### config.mk
export PLATFORM = sky130hd
export DESIGN_NAME = pll_scan_reader
export DESIGN_NICKNAME = d
export VERILOG_FILES = /design/src/rtl/pll_scan_reader_pkg.sv /design/src/rtl/pll_scan_reader.sv
export SDC_FILE = /design/constraint.sdc
export NUM_CORES = 1
export LEC_CHECK = 0
export ABC_AREA = 1
export CELL_PAD_IN_SITES_DETAIL_PLACEMENT = 2
export CELL_PAD_IN_SITES_GLOBAL_PLACEMENT = 2
export CORE_MARGIN = 8
export CORE_UTILIZATION = 34
export DETAILED_ROUTE_END_ITERATION = 8
export GPL_ROUTABILITY_DRIVEN = 0
export GPL_TIMING_DRIVEN = 0
export PLACE_DENSITY_LB_ADDON = 0.3
export SLEW_MARGIN = 20
export SYNTH_ARGS = -nofsm -noshare
export SYNTH_HDL_FRONTEND = slang
export SYNTH_SLANG_ARGS = --single-unit
### constraint.sdc
create_clock -name clk -period 3.2 [get_ports clk]
set_clock_uncertainty 0.2 [all_clocks]
set_input_delay 0.32 -clock clk [delete_from_list [all_inputs] [get_ports clk]]
set_output_delay 0.32 -clock clk [all_outputs]
set_load 0.1 [all_outputs]
### src/rtl/pll_scan_reader_pkg.sv
// Shared clocking definitions for the PLL reconfiguration writer and the
// scan-chain readback block: chain geometry, ROM width and FSM encoding.
package pll_scan_reader_pkg;

    localparam int CHAIN_LEN_DEF = 144;
    localparam int MAX_IDX_DEF   = 96;
    localparam int ROM_AW        = 14;
    localparam int RD_WORDS      = 9;
    localparam int RD_W          = 16;

    typedef enum logic [2:0] {
        ST_IDLE   = 3'd0,
        ST_SETADR = 3'd1,
        ST_PRIME  = 3'd2,
        ST_SHIFT  = 3'd3,
        ST_FLUSH  = 3'd4,
        ST_FIN    = 3'd5
    } scan_state_t;

    // Increment that sticks at all-ones instead of wrapping.
    function automatic logic [7:0] sat_inc(input logic [7:0] v, input logic inc);
        sat_inc = (inc && (v != 8'hFF)) ? v + 8'd1 : v;
    endfunction

endpackage

### src/rtl/pll_scan_reader.sv
// Reads the PLL scan chain back by rotating it once through scandata, while
// comparing every bit against the clocking ROM image for the chosen index.
//
// state  | meaning
// -------+----------------------------------------------------------------
// IDLE   | waiting for start; invalid index goes straight to FIN
// SETADR | load rom_addr with the top address of the image
// PRIME  | ROM fetches the first bit, address steps down
// SHIFT  | CHAIN_LEN scan clocks: capture bit, compare against rom_q
// FLUSH  | fold in the last registered compare result, latch match
// FIN    | one-cycle done pulse
module pll_scan_reader
    import pll_scan_reader_pkg::*;
#(
    parameter int CHAIN_LEN = CHAIN_LEN_DEF,
    parameter int MAX_IDX   = MAX_IDX_DEF
) (
    input  logic              clk,
    input  logic              rst_n,
    input  logic              start,
    input  logic [7:0]        freq_idx,
    input  logic              scandataout,
    output logic              scanclkena,
    output logic              scandata,
    output logic [ROM_AW-1:0] rom_addr,
    input  logic              rom_q,
    input  logic [3:0]        rd_sel,
    output logic [15:0]       rd_data,
    output logic              busy,
    output logic              done,
    output logic              match,
    output logic              err_idx,
    output logic [7:0]        mismatch_cnt
);

    localparam int CNT_W = $clog2(CHAIN_LEN);
    localparam int CAP_W = (CHAIN_LEN > RD_WORDS*RD_W) ? CHAIN_LEN : RD_WORDS*RD_W;
    localparam int SEL_W = $clog2(CAP_W);

    scan_state_t            state, state_nxt;
    logic [7:0]             idx_q;
    logic [CNT_W-1:0]       bit_cnt;
    logic [CHAIN_LEN-1:0]   cap;
    logic [CAP_W-1:0]       cap_ext;
    logic [SEL_W-1:0]       rd_base;
    logic                   diff_q;
    logic                   idx_ok;
    logic                   last_bit;
    logic [7:0]             cnt_nxt;
    logic [ROM_AW-1:0]      rom_base;

    assign idx_ok   = (freq_idx != 8'd0) && (freq_idx <= 8'(MAX_IDX));
    assign last_bit = (bit_cnt == CNT_W'(CHAIN_LEN - 1));
    assign rom_base = ROM_AW'(idx_q) * ROM_AW'(CHAIN_LEN) - ROM_AW'(1);
    assign cnt_nxt  = sat_inc(mismatch_cnt, diff_q);

    // The chain is recirculated so a full readback leaves the PLL untouched.
    assign scandata   = scandataout;
    assign scanclkena = (state == ST_SHIFT);
    assign busy       = (state == ST_SETADR) || (state == ST_PRIME) ||
                        (state == ST_SHIFT)  || (state == ST_FLUSH);
    assign done       = (state == ST_FIN);

    // State register.
    always_ff @(posedge clk or negedge rst_n) begin
        if (!rst_n) state <= ST_IDLE;
        else        state <= state_nxt;
    end

    // Next-state decode; start outside IDLE is simply not looked at.
    always_comb begin
        state_nxt = state;
        case (state)
            ST_IDLE:   if (start) state_nxt = idx_ok ? ST_SETADR : ST_FIN;
            ST_SETADR: state_nxt = ST_PRIME;
            ST_PRIME:  state_nxt = ST_SHIFT;
            ST_SHIFT:  if (last_bit) state_nxt = ST_FLUSH;
            ST_FLUSH:  state_nxt = ST_FIN;
            ST_FIN:    state_nxt = ST_IDLE;
            default:   state_nxt = ST_IDLE;
        endcase
    end

    // Address walk, capture, pipelined compare and result flags.
    always_ff @(posedge clk or negedge rst_n) begin
        if (!rst_n) begin
            idx_q        <= '0;
            rom_addr     <= '0;
            bit_cnt      <= '0;
            cap          <= '0;
            diff_q       <= 1'b0;
            mismatch_cnt <= '0;
            match        <= 1'b0;
            err_idx      <= 1'b0;
        end else begin
            // rom_q during SHIFT cycle k belongs to bit k; compare result lands a cycle later.
            diff_q <= (state == ST_SHIFT) && (scandataout != rom_q);
            case (state)
                ST_IDLE: begin
                    if (start) begin
                        match <= 1'b0;
                        if (idx_ok) begin
                            idx_q        <= freq_idx;
                            err_idx      <= 1'b0;
                            mismatch_cnt <= '0;
                            cap          <= '0;
                        end else begin
                            err_idx <= 1'b1;
                        end
                    end
                end
                ST_SETADR: rom_addr <= rom_base;
                ST_PRIME: begin
                    rom_addr <= rom_addr - 1'b1;
                    bit_cnt  <= '0;
                end
                ST_SHIFT: begin
                    rom_addr     <= rom_addr - 1'b1;
                    cap[bit_cnt] <= scandataout;
                    bit_cnt      <= bit_cnt + 1'b1;
                    mismatch_cnt <= cnt_nxt;
                end
                ST_FLUSH: begin
                    mismatch_cnt <= cnt_nxt;
                    match        <= (cnt_nxt == 8'd0);
                end
                default: ;
            endcase
        end
    end

    // Word readout of the capture register, zero beyond the last word.
    always_comb begin
        cap_ext                 = '0;
        cap_ext[CHAIN_LEN-1:0]  = cap;
        rd_base                 = SEL_W'({rd_sel, 4'h0});
        rd_data                 = '0;
        if (rd_sel < 4'(RD_WORDS)) rd_data = cap_ext[rd_base +: RD_W];
    end

endmodule

# [After elaboration in Yosys (flattened, before gate mapping)]
# Cells that the tools add are included.
[op_classes] addsub=4 n_mul=1 div=0 order_cmp=4 eq_ne=11 shifts=1 n_mux=20 n_bitwise=0 reduce_logical=23
[op_table] operator="$mux W144" count=2
[op_table] operator="$pmux W144 S2" count=1
[op_table] operator="$bwmux W144" count=1
[op_table] operator="$shiftx A144 B9 Y16" count=1
[op_table] operator="$pmux W8 S2" count=2
[op_table] operator="$pmux W14 S2" count=1
[op_table] operator="$sub A14 B1 Y14 const B" count=2
[op_table] operator="$mux W8" count=3
[op_table] operator="$add A8 B1 Y8 const B" count=2
[op_table] operator="$mux W16" count=1
[op_table] operator="$pmux W3 S5" count=1
[op_table] operator="$mul A8 B4 Y10 const B" count=1
[op_table] operator="$reduce_bool A2 Y1" count=5
[op_table] operator="$lt A8 B9 Y1 const B" count=1
[op_table] operator="$mux W3" count=3
[op_table] operator="$reduce_and A3 Y1" count=3
[op_table] operator="$demux W1 S8" count=1
[op_table] operator="$eq A8 B8 Y1 const B" count=1
[op_table] operator="$ge A8 B1 Y1 const B" count=1
[op_table] operator="$le A8 B7 Y1 const B" count=1
[op_table] operator="$logic_not A8 Y1" count=1
[op_table] operator="$ne A8 B8 Y1 const B" count=1
[op_table] operator="$reduce_bool A8 Y1" count=1
[op_table] operator="$eq A3 B2 Y1 const B" count=2
[op_table] operator="other kinds (13)" count=25
[totals] ff_bits=188 latchBits=0 ram_bits=0 rom_bits=0 input_bits=17 out_inout_bits=44 n_memories=0

# [Logic depth before layout (Yosys ltp)]
# Gate-level depths: netlist (run 1).
[logic_depth] depth_word=6 ltp_mapped=13 mapped_depth_nobuf=13

# [Worst setup path before layout (run 1)]
# No wires, ideal clock.
[synth_timing] kind="flip-flop to output port" startpoint="reg state[2]" endpoint="out done" arrival_time_ps=2576 required_ps=2680 slack_ps=104 stages_incl_launch_ff=3 cell_sequence="dfrtp_1 > inv_2 > nor3_1"
[synth_between] elab_chain_len=1
[synth_lines] item="from (decl)" line_no="pll_scan_reader.sv:40" text="scan_state_t state, state_nxt;"
[synth_lines] item="from (signal assigned)" line_no="pll_scan_reader.sv:67" text="else state <= state_nxt;"
[synth_lines] item="$eq A3 B3 Y1" line_no="pll_scan_reader.sv:62" text="assign done = (state == ST_FIN);"
[synth_lines] item="to (decl)" line_no="pll_scan_reader.sv:30" text="output logic done,"
# Every way passes these cells.

# [Worst setup path in the final report (run 1)]
[layout_timing] startpoint="in rd_sel[0]" endpoint="out rd_data[14]"
[layout_between] elab_chain_len=2 elab_cells_between_ends=3 classes_between="order compare (1); shift (1); mux (1)"
[layout_lines] item="from (decl)" line_no="pll_scan_reader.sv:27" text="input logic [3:0] rd_sel,"
[layout_lines] item="$shiftx A144 B9 Y16 / $lt A4 B4 Y1 (equally long branches)" line_no="pll_scan_reader.sv:138" text="if (rd_sel < 4'(RD_WORDS)) rd_data = cap_ext[rd_base +: RD_W];"
[layout_lines] item="$mux W16 (*)" line_no="pll_scan_reader.sv:138"
[layout_lines] item="to (decl)" line_no="pll_scan_reader.sv:28" text="output logic [15:0] rd_data,"
# Every way passes the cells marked *; elsewhere a longest branch is shown, timed or not.

==> key figures, run 1 <==
Floorplanning
  – Die width: between 200 and 250 µm
  – CORE AREA: 35700 µm²
  – Ports: 61
  – Die ar.: roughly 43000 µm²
  – Die H: 206 µm
  – Rows: 69
  – Initial Utilization: 34.6%

Drt
  – DRC viols: 0
  – WL/cell: between 20 and 25 µm
  – Via count: 13372
  – Post-DRT Antenna Nets: 0
  – Wirelength, routed: 55.6 mm
  – Pre-antenna DRT Iters: 4
  – Initial DRC count: 740
  – DR vias/cell: ~5.6

Logic synthesis
  – Synth area leaders: dfrtp_1, nand2_1, nand3_1
  – Yosys cell types: 40
  – Gate Count Post-Synth: roughly 1900
  – Leading register cell type out of synthesis: dfrtp_1
  – Top cells by count, synth: nand2_1, nand3_1, dfrtp_1, o21ai_0, nor2_1
  – Post-synth top area cell: dfrtp_1
  – Post-Syn Area per Cell: around 6.7 µm²
  – Top-count cell post-synth: nand2_1
  – Register bit total from synthesis: 188
  – Area share of the largest cell type after synthesis: about two fifths
  – Post-synth EDFFs: 0
  – Warning count from the yosys run: 0
  – Syn Std Cell Area: 12300 µm²
  – Synthesized net count: 1889
  – Sequential area share after synthesis: 38.1%
  – Synth async-reset ratio: 100%

Run status
  – Run status: completed

Setup path
  – Top Family by Delay on Critical Path: buffers and inverters
  – CP max stage cell: clkdlybuf4s50_1
  – Worst EP required: 2680 ps
  – Highest cell delay on the worst timing path: 600 ps
  – Crit path kind: primary input to output port
  – CP arrival: around 2600 ps
  – Worst setup EP type: output port
  – Crit-path cells: clkdlybuf4s50_1, buf_4, buf_2, o21ai_0, o221ai_1, nand3_1, nand2_1, clkbuf_4
  – Critical R2R Capture: cap[15]$_DFFE_PN0P_
  – Worst r2r path cells: 8
  – Critical path origin: rd_sel[0]
  – CP Depth: 8
  – Critical Path End: rd_data[14]
  – Highest net fanout along the worst path: 10
  – Sum of buffers and inverters on the critical path: 4
  – RR Startpoint: state[2]$_DFFE_PN0P_
  – R2r setup slk: 510 ps
  – Startpoint Class: primary input

Global route
  – Vias in the first global route: 14833
  – Total congestion overflow: 0
  – Tot GR Track Use: 26.9%
  – Antenna violations before repair: 0
  – Largest net degree at the start of global routing: 84
  – Global-route wire length before repair: 87.9 mm

Finish
  – Area of the multi-input gates: 6540 µm²
  – Share of cells above drive strength 1: under 10%
  – Design Area, Final: approximately 14000 µm²
  – Area grow syn2layout: 15.0%
  – Sequential standard cell area: around 4700 µm²
  – Nets: 1968
  – N_diodes: 0
  – Fin util: 39.8%
  – Filler Cells Inserted: 4335

Pwr
  – Clk pwr share: between 10% and 20%
  – Psw: 6.41 mW
  – Worst vdd ir: 0.685 mV
  – Combinational Power Share: a little under three fifths
  – P per Cell Area: 852 nW/µm²
  – Total power: 12.1 mW
  – Sw frac: 53.0%
  – Internal: 5.67 mW
  – Sequential share of power: approximately a quarter
  – Leakage power figure: between 6 and 7 nW

Timing
  – PnR worst setup slack: about 62 ps
  – Final setup violation count: 0
  – Rel. slew slack: 34.3%
  – Tcrit/Tclk final: 98.1%
  – Worst hold slack: 110 ps
  – Pins Over Slew Limit: 0
  – Slew @ Worst Pin: between 900 and 1000 ps
  – Unrepaired setup endpoints after global routing: no
  – Final hold viol count: 0
  – Fin crit period: between 3000 and 4000 ps
  – FMAX: about 320 MHz

Placement
  – Dpl ws: -1160 ps
  – IO Port Bufs: 58
  – Area after DPL: about 14000 µm²
  – Dpl hpwl: approximately 42 mm

CTS
  – Number of CTS-inserted buffers: 17
  – Worst-Skew Late Latency: 460 ps
  – CTS sink count: ~190
  – Root Driver: clkbuf_16
  – Longest Clk Path Bufs: 2
  – Clk slew on worst S/H paths: 70 ps
  – CTS H-tree depth: 4
  – CTS tree: built

Min path
  – HP Class: primary input to async pin

Flow run
  – Max-Cap Viols: 0
sequential cells by signal, indices dropped and copies added (netlist names):
register / flops
idx_q: 8
diff_q: 1
err_idx: 1
match: 1
cap: 144
mismatch_cnt: 8
state: 3
rom_addr: 14
bit_cnt: 8
per-layer routing:
layer	vias to the layer above	part of all wire (%)	routed length [µm]	track usage [%]
met5	-	0	0	0
met1	6845	46	25600	35.3
met2	273	48	26800	45.6
li1	6184	-	-	-
met4	0	2.0	1110	7.86
met3	70	3.6	2020	3.35
power groups by stage:
stage               Combinational [mW]  Clock [mW]  Sequential, mW
floorplan                         3.74           0            3.80
global placement                  6.50           0            2.95
detailed placement                6.74           0            2.96
CTS                               6.82        2.37            2.93
global route                      7.41        2.45            2.96
finish                            6.82        2.34            2.92
logic make-up (layout without fill, tap and decap cells):
group	after synthesis	after routing	synth area share, %
xor+xnor	9	9	0.639
compound gates	191	191	8.44
flops	188	188	38.1
simple gates	1203	1203	41.8
fa+ha+maj	18	18	1.89
mux	1	1	0.0913
buf+inv	244	336	9.05
metrics by stage:
stage / setup TNS, ps / std cells
after global placement: -1397920 / 2373
after detailed placement: -15970 / 2375
after floorplan: 0 / 1854
after CTS: 0 / 2407
after global routing: 0 / 2407
final: 0 / 2407
repair_timing:
action,CTS,global route
endpoints found under the hold margin,105,0
hold buffers,1,0
setup buffers,0,0
endpoints found under the setup margin,18,16
gates resized for setup,110,15
worst reg2reg max path, stage by stage (launching register included):
cell and delay, ps:
dfrtp_1 460, inv_2 150, nand3_4 200, inv_2 400
nand2_1 120, inv_2 260, clkbuf_1 540, nand3_1 170
nand2_1 110
layout make-up:
class	instances	area share, %
multi-input cells	1422	46.1
clock buffers	20	3.15
repair buffers	61	4.39
flip-flops and latches	188	33.2
inverters	105	2.79
clock inverters	12	1.15
plain buffers	138	5.19
well taps	461	4.07
placed cells by master, fill, tap and decap left out, types with 4 or more instances in the layout:
cell type,n
buf_1,6
o211ai_1,20
nand2_1,678
inv_1,95
o21ai_0,117
nand3b_1,4
dfrtp_1,188
inv_2,8
nand3_1,365
buf_6,12
clkbuf_4,6
clkinvlp_4,5
xor2_1,5
nand4_1,9
clkbuf_1,40
nor2_2,13
nor3_2,5
nor2_1,112
ha_1,17
buf_4,26
clkdlybuf4s50_1,39
a21oi_2,5
a21oi_1,27
a31o_2,5
o21ai_1,11
buf_2,64
clkbuf_16,17
xnor2_1,4
worst min path at each step:
stage	startpoint	endpoint	slack, ps	depth (start not counted)
5_1_grt	rst_n	mismatch_cnt[0]$_DFFE_PN0P_	130	2
2_1_floorplan	rst_n	bit_cnt[0]$_DFFE_PN0N_	-180	0
4_1_cts	rst_n	mismatch_cnt[0]$_DFFE_PN0P_	100	2
3_3_place_gp	cap[95]$_DFFE_PN0P_	cap[95]$_DFFE_PN0P_	250	2
6_report	rst_n	mismatch_cnt[0]$_DFFE_PN0P_	110	2
3_5_place_dp	rst_n	mismatch_cnt[0]$_DFFE_PN0P_	-5	1
No activity file was read; power rests on OpenSTA's default activity.
==> run 2: changes to the inputs <==
- CORE_UTILIZATION: 34 -> 31
- clock period: 3.2 -> 2.8 ns (I/O delays scaled with it)
==> key figures, run 2 (synthesized netlist as in run 1, its figures left out) <==
Global route
  – Tot GR Track Use: 25.9%
  – Total congestion overflow: 0
  – Global-route wire length before repair: 91.6 mm
  – Antenna violations before repair: 1
  – Largest net degree at the start of global routing: 85
  – Vias in the first global route: 14753

Finish
  – Register with the most flip-flops: cap
  – Design Area, Final: 14300 µm²
  – Nets: 1968
  – Regs by FF count: cap (144), rom_addr (14)
  – Commonest non-fill, non-tap cell in the layout: nand2_1
  – Sequential standard cell area: between 4000 and 5000 µm²
  – Area grow syn2layout: 15.8%
  – Max reg flops: between 100 and 150
  – Filler Cells Inserted: 4811
  – Area of the multi-input gates: 6600 µm²
  – Share of cells above drive strength 1: between 10% and 20%
  – Fin util: 36.1%
  – Commonest non-fill, non-tap cells in the layout: nand2_1, nand3_1, dfrtp_1

Setup path
  – Highest net fanout along the worst path: 10
  – Worst setup EP type: register
  – Crit path kind: register to register
  – Worst EP required: 2990 ps
  – Startpoint Class: register
  – CP arrival: ~2900 ps

Timing
  – Final setup violation count: 0
  – Rel. slew slack: 34.5%
  – FMAX: 368 MHz
  – Tcrit/Tclk final: 97.0%
  – Pins Over Slew Limit: 0
  – Slew @ Worst Pin: 979 ps
  – Fin Setup TNS: 0 ps
  – Fin crit period: 2720 ps
  – Unrepaired setup endpoints after global routing: no
  – Final hold viol count: 0

CTS
  – Longest Clk Path Bufs: 2
  – Clk slew on worst S/H paths: 80 ps
  – CTS sink count: between 150 and 200
  – Worst-Skew Late Latency: 500 ps
  – CTS tree: built
  – Number of CTS-inserted buffers: 17
  – CTS H-tree depth: 4
  – Root Driver: clkbuf_16

Placement
  – Dpl hpwl: 43.7 mm
  – Area after DPL: around 14000 µm²
  – IO Port Bufs: 58

Floorplanning
  – Initial Utilization: between 30% and 40%
  – Die H: roughly 220 µm
  – Ports: 61
  – Die width: 215 µm
  – CORE AREA: 39500 µm²
  – Die ar.: between 40000 and 50000 µm²
  – Rows: 73

Drt
  – Pre-antenna DRT Iters: 5
  – Wirelength, routed: 60.1 mm
  – DR vias/cell: 5.53
  – Uppermost layer routed: met4
  – Met1 WL: 26.0 mm
  – WL met3: around 2.9 mm
  – Post-DRT Antenna Nets: 0
  – WL/cell: 24.3 µm
  – DRC viols: 0
  – Met2 Wirelength: between 20 and 30 mm
  – Via count: approximately 14000
  – Initial DRC count: ~770

Pwr
  – Leakage power figure: 6.82 nW
  – Worst vdd ir: 0.834 mV
  – P per Cell Area: around 960 nW/µm²
  – Total power: 13.7 mW

Min path
  – HP Class: primary input to async pin

Flow run
  – Max-Cap Viols: 0

Run status
  – Run status: completed
run 2: power breakdown:
part | internal [mW] | switching [mW] | total, mW
Clock | 1.40 | 1.20 | 2.60
Sequential | 3.00 | 0.351 | 3.35
Combinational | 2.07 | 5.73 | 7.79
Total | 6.46 | 7.28 | 13.7
run 2: final cells by class:
cell class,count,share of cell area [%]
antenna,2,0.0350
buffer,138,5.16
clock buffer,24,3.44
clock inverter,7,0.613
inverter,105,2.77
multi-input combinational,1422,46.2
sequential,188,32.9
tap,525,4.60
timing repair buffer,61,4.23
run 2: final timing paths:
| kind | start | endpoint | slack, ps | depth (start not counted) |
|---|---|---|---|---|
| worst min register to register | cap[27]$_DFFE_PN0P_ | cap[27]$_DFFE_PN0P_ | 270 | 2 |
| min in group clk | freq_idx[2] | idx_q[2]$_DFFE_PN0P_ | 200 | 3 |
| worst min-delay path | rst_n | mismatch_cnt[5]$_DFFE_PN0P_ | 110 | 2 |
| worst max register to register | bit_cnt[0]$_DFFE_PN0N_ | cap[54]$_DFFE_PN0P_ | 80 | 10 |
| worst max-delay path | bit_cnt[0]$_DFFE_PN0N_ | cap[54]$_DFFE_PN0P_ | 80 | 10 |
| max in group asynchronous | rst_n | cap[123]$_DFFE_PN0P_ | 1430 | 3 |
run 2: critical path: stages, from the launching register on:
cell	delay, ps
dfrtp_1	420
inv_1	130
ha_1	160
inv_1	120
nor2_2	660
buf_2	530
nand2_1	110
nand2_1	70
nand3_1	80
nand2_1	70
nand2_1	50
run 2: per-layer routing:
metal  vias up  track usage, %
met2       335            43.2
met5         -               0
met1      7035            32.3
met3       121            4.53
li1       6175               -
met4         0            11.6
run 2: timing repair:
action | 4_1_cts | 5_1_grt
endpoints found under the hold margin | 127 | 0
buffers inserted | 0 | 0
resized for setup | 137 | 15
hold buffers | 1 | 0
endpoints found under the setup margin | 28 | 18
run 2: stage by stage:
stage / setup WS, ps / std cells / hold WS, ps
finish: 83.9 / 2472 / 106
floorplan: 363 / 1854 / -216
global route: 7.96 / 2470 / 158
global placement: -7850 / 2437 / 250
CTS: 3.92 / 2470 / 112
detailed placement: -1520 / 2439 / 44.7
==> patch (flow settings as in run 2) <==
Register the output `rd_data`, with the module's reset; this adds one clock of latency there. The other outputs are not delayed to match.
--- a/src/rtl/pll_scan_reader.sv
+++ b/src/rtl/pll_scan_reader.sv
@@ -36,6 +36,8 @@
     localparam int CNT_W = $clog2(CHAIN_LEN);
     localparam int CAP_W = (CHAIN_LEN > RD_WORDS*RD_W) ? CHAIN_LEN : RD_WORDS*RD_W;
     localparam int SEL_W = $clog2(CAP_W);
+
+    logic [15:0] rd_data_d;
 
     scan_state_t            state, state_nxt;
     logic [7:0]             idx_q;
@@ -134,8 +136,16 @@
         cap_ext                 = '0;
         cap_ext[CHAIN_LEN-1:0]  = cap;
         rd_base                 = SEL_W'({rd_sel, 4'h0});
-        rd_data                 = '0;
-        if (rd_sel < 4'(RD_WORDS)) rd_data = cap_ext[rd_base +: RD_W];
+        rd_data_d               = '0;
+        if (rd_sel < 4'(RD_WORDS)) rd_data_d = cap_ext[rd_base +: RD_W];
+    end
+
+    always_ff @(posedge clk or negedge rst_n) begin
+        if (!rst_n) begin
+            rd_data <= '0;
+        end else begin
+            rd_data <= rd_data_d;
+        end
     end
 
 endmodule
Formal check against the unedited RTL: no difference found for any inputs over 4 cycles, from zero or initial values and one cycle with rst_n low; that may be too few to reach the edited logic, so the function may still have changed.
==> patch against run 2 <==
Routed wire length decreased by 4.5%; power increased by 9.1%; first-iteration DRC count increased by 5.7%; worst setup slack got worse by 0.0037 ns; sequential cell count increased by 16; global-route usage decreased by 1.7 points; sequential share of layout area increased by 1.5 points; cell area increased by 3.8%; area after synthesis increased by 1.8%; count of clock-buffer cells in the layout increased by 15; critical path type is now reg -> out.
==> patch: results <==
placement:
  dp_slack_ns: -0.412
  dpl.hpwl_um: 43100
  dpl-instance-area_um2: 13900
  dp.cells: 2443
  portBuffers: 57
setup_path:
  arrival_ns: 2.24
  r2r-start: "bit_cnt[1]$_DFFE_PN0N_"
  cp_max_fo: 6
  max_stage_delay_ns: 0.47
  r2r_cells: 9
  crit-reg2reg-capture: "cap[55]$_DFFE_PN0P_"
  critical-path-slowest-cell: "dfrtp_1"
  reg2reg_slack_ns: 0.08
yosys:
  syn_inst: 1859
  yosys-top-cells-area: "dfrtp_1 (41%), nand2_1 (20%), nand3_1 (15%)"
  yosysSeqAreaShare_pct: 40.6
  synth_cell_types: 38
  synth_top_area_share_pct: 40.6
  yosys_warnings: 0
  synth_top_flop_cell: "dfrtp_1"
  ys_top_cells_by_count: "nand2_1 (672), nand3_1 (375), dfrtp_1 (204)"
clock_tree:
  cts.clk_slew.worst_paths_ns: 0.06
  clock_latency_ns: 0.57
  cts_root_buffer: "clkbuf_16"
  cts_max_path_buffers: 3
  h-tree-depth: 1
  cts_buffers: 27
global_routing:
  grt_pass1_wl_um: 89500
  use_met1_pct: 31.5
  use_met3_pct: 2.80
  grt_util_all_layers_pct: 24.2
  grt_max_degree: 80
  first_global_vias: 15200
  grt_use_met2_pct: 40.5
  antenna_found_initial: 0
route:
  wl_met3_um: 2220
  num_vias: 13600
  wl_met1_um: 25700
  wl_met2_um: 27000
  drt_iter0_drc: 811
  first_pass_iters: 5
  drt-total-wl_um: 57400
finish:
  stdcell_count: 2497
  layout-drive-gt1-share_pct: 8.47
  antenna_cells: 0
  fillCellCount: 4781
  reg.largest.list: "cap: 144 flops, rd_data: 16 flops, rom_addr: 14 flops"
  fin_nets: 1986
job:
  cap_violations: 0
worst_hold_path:
  hold_path.class: "in -> async"
outcome:
  run_status: "finished, final reports clean"
power:
  power.density_nw_per_um2: 1010
  leakage_uw: 0.00698
  ir_drop_mv: 0.792
timing:
  hold_slack_ns: 0.0718
  setup_tns_ns: 0
  worst_pin_slew_ns: 1.00
[patch: cell types whose count changed after synthesis, moves of 8 or more]
cell	run 2	this run
buf_6	8	0
o211ai_1	20	12
buf_2	67	58
nor2_2	12	4
dfrtp_1	188	204
a21oi_1	31	41
clkbuf_1	43	65
nand3_1	365	375
nor2_1	113	101
[patch: power by group]
| part | switching (uW) | total (uW) | internal [uW] |
|---|---|---|---|
| clock | 1480 | 3610 | 2120 |
| sequential | 381 | 3620 | 3240 |
| combinational | 5780 | 7760 | 1980 |
| total | 7650 | 15000 | 7340 |
[patch: cells by family after synthesis]
family / share of synthesized area, %
muxes: 0.0896
adders and majority gates: 1.85
and+or+nand+nor: 40.1
xor gates and xnor gates: 0.697
AOI/OAI and AO/OA: 8.46
DFF: 40.6
buffers and inverters: 8.17
[patch: timing repair]
item,4_1_cts,5_1_grt
resized for setup,15,10
buffers inserted,0,4
hold buffers,1,0
endpoints found under the hold margin,125,0
setup endpoints to repair,3,11
[patch: cell type report]
class	count	area share, %
Multi-Input combinational cell	1410	43.5
Clock buffer	39	5.54
Buffer	136	4.19
Inverter	108	2.76
Clock inverter	11	0.624
Tap cell	525	4.43
Timing Repair Buffer	64	4.51
Sequential cell	204	34.4
[patch: how the worst max path moves through the flow]
stage                               end  slack (ns)                        start
2_1_floorplan         match$_DFFE_PN0P_        0.32  mismatch_cnt[1]$_DFFE_PN0P_
3_3_place_gp      rd_data[11]$_DFF_PN0_       -8.42                        rst_n
3_5_place_dp                 scanclkena       -0.41         state[2]$_DFFE_PN0P_
4_1_cts                      scanclkena       0.008         state[2]$_DFFE_PN0P_
5_1_grt        rom_addr[12]$_DFFE_PN0P_       0.001         idx_q[4]$_DFFE_PN0P_
6_report                           busy        0.08         state[1]$_DFFE_PN0P_
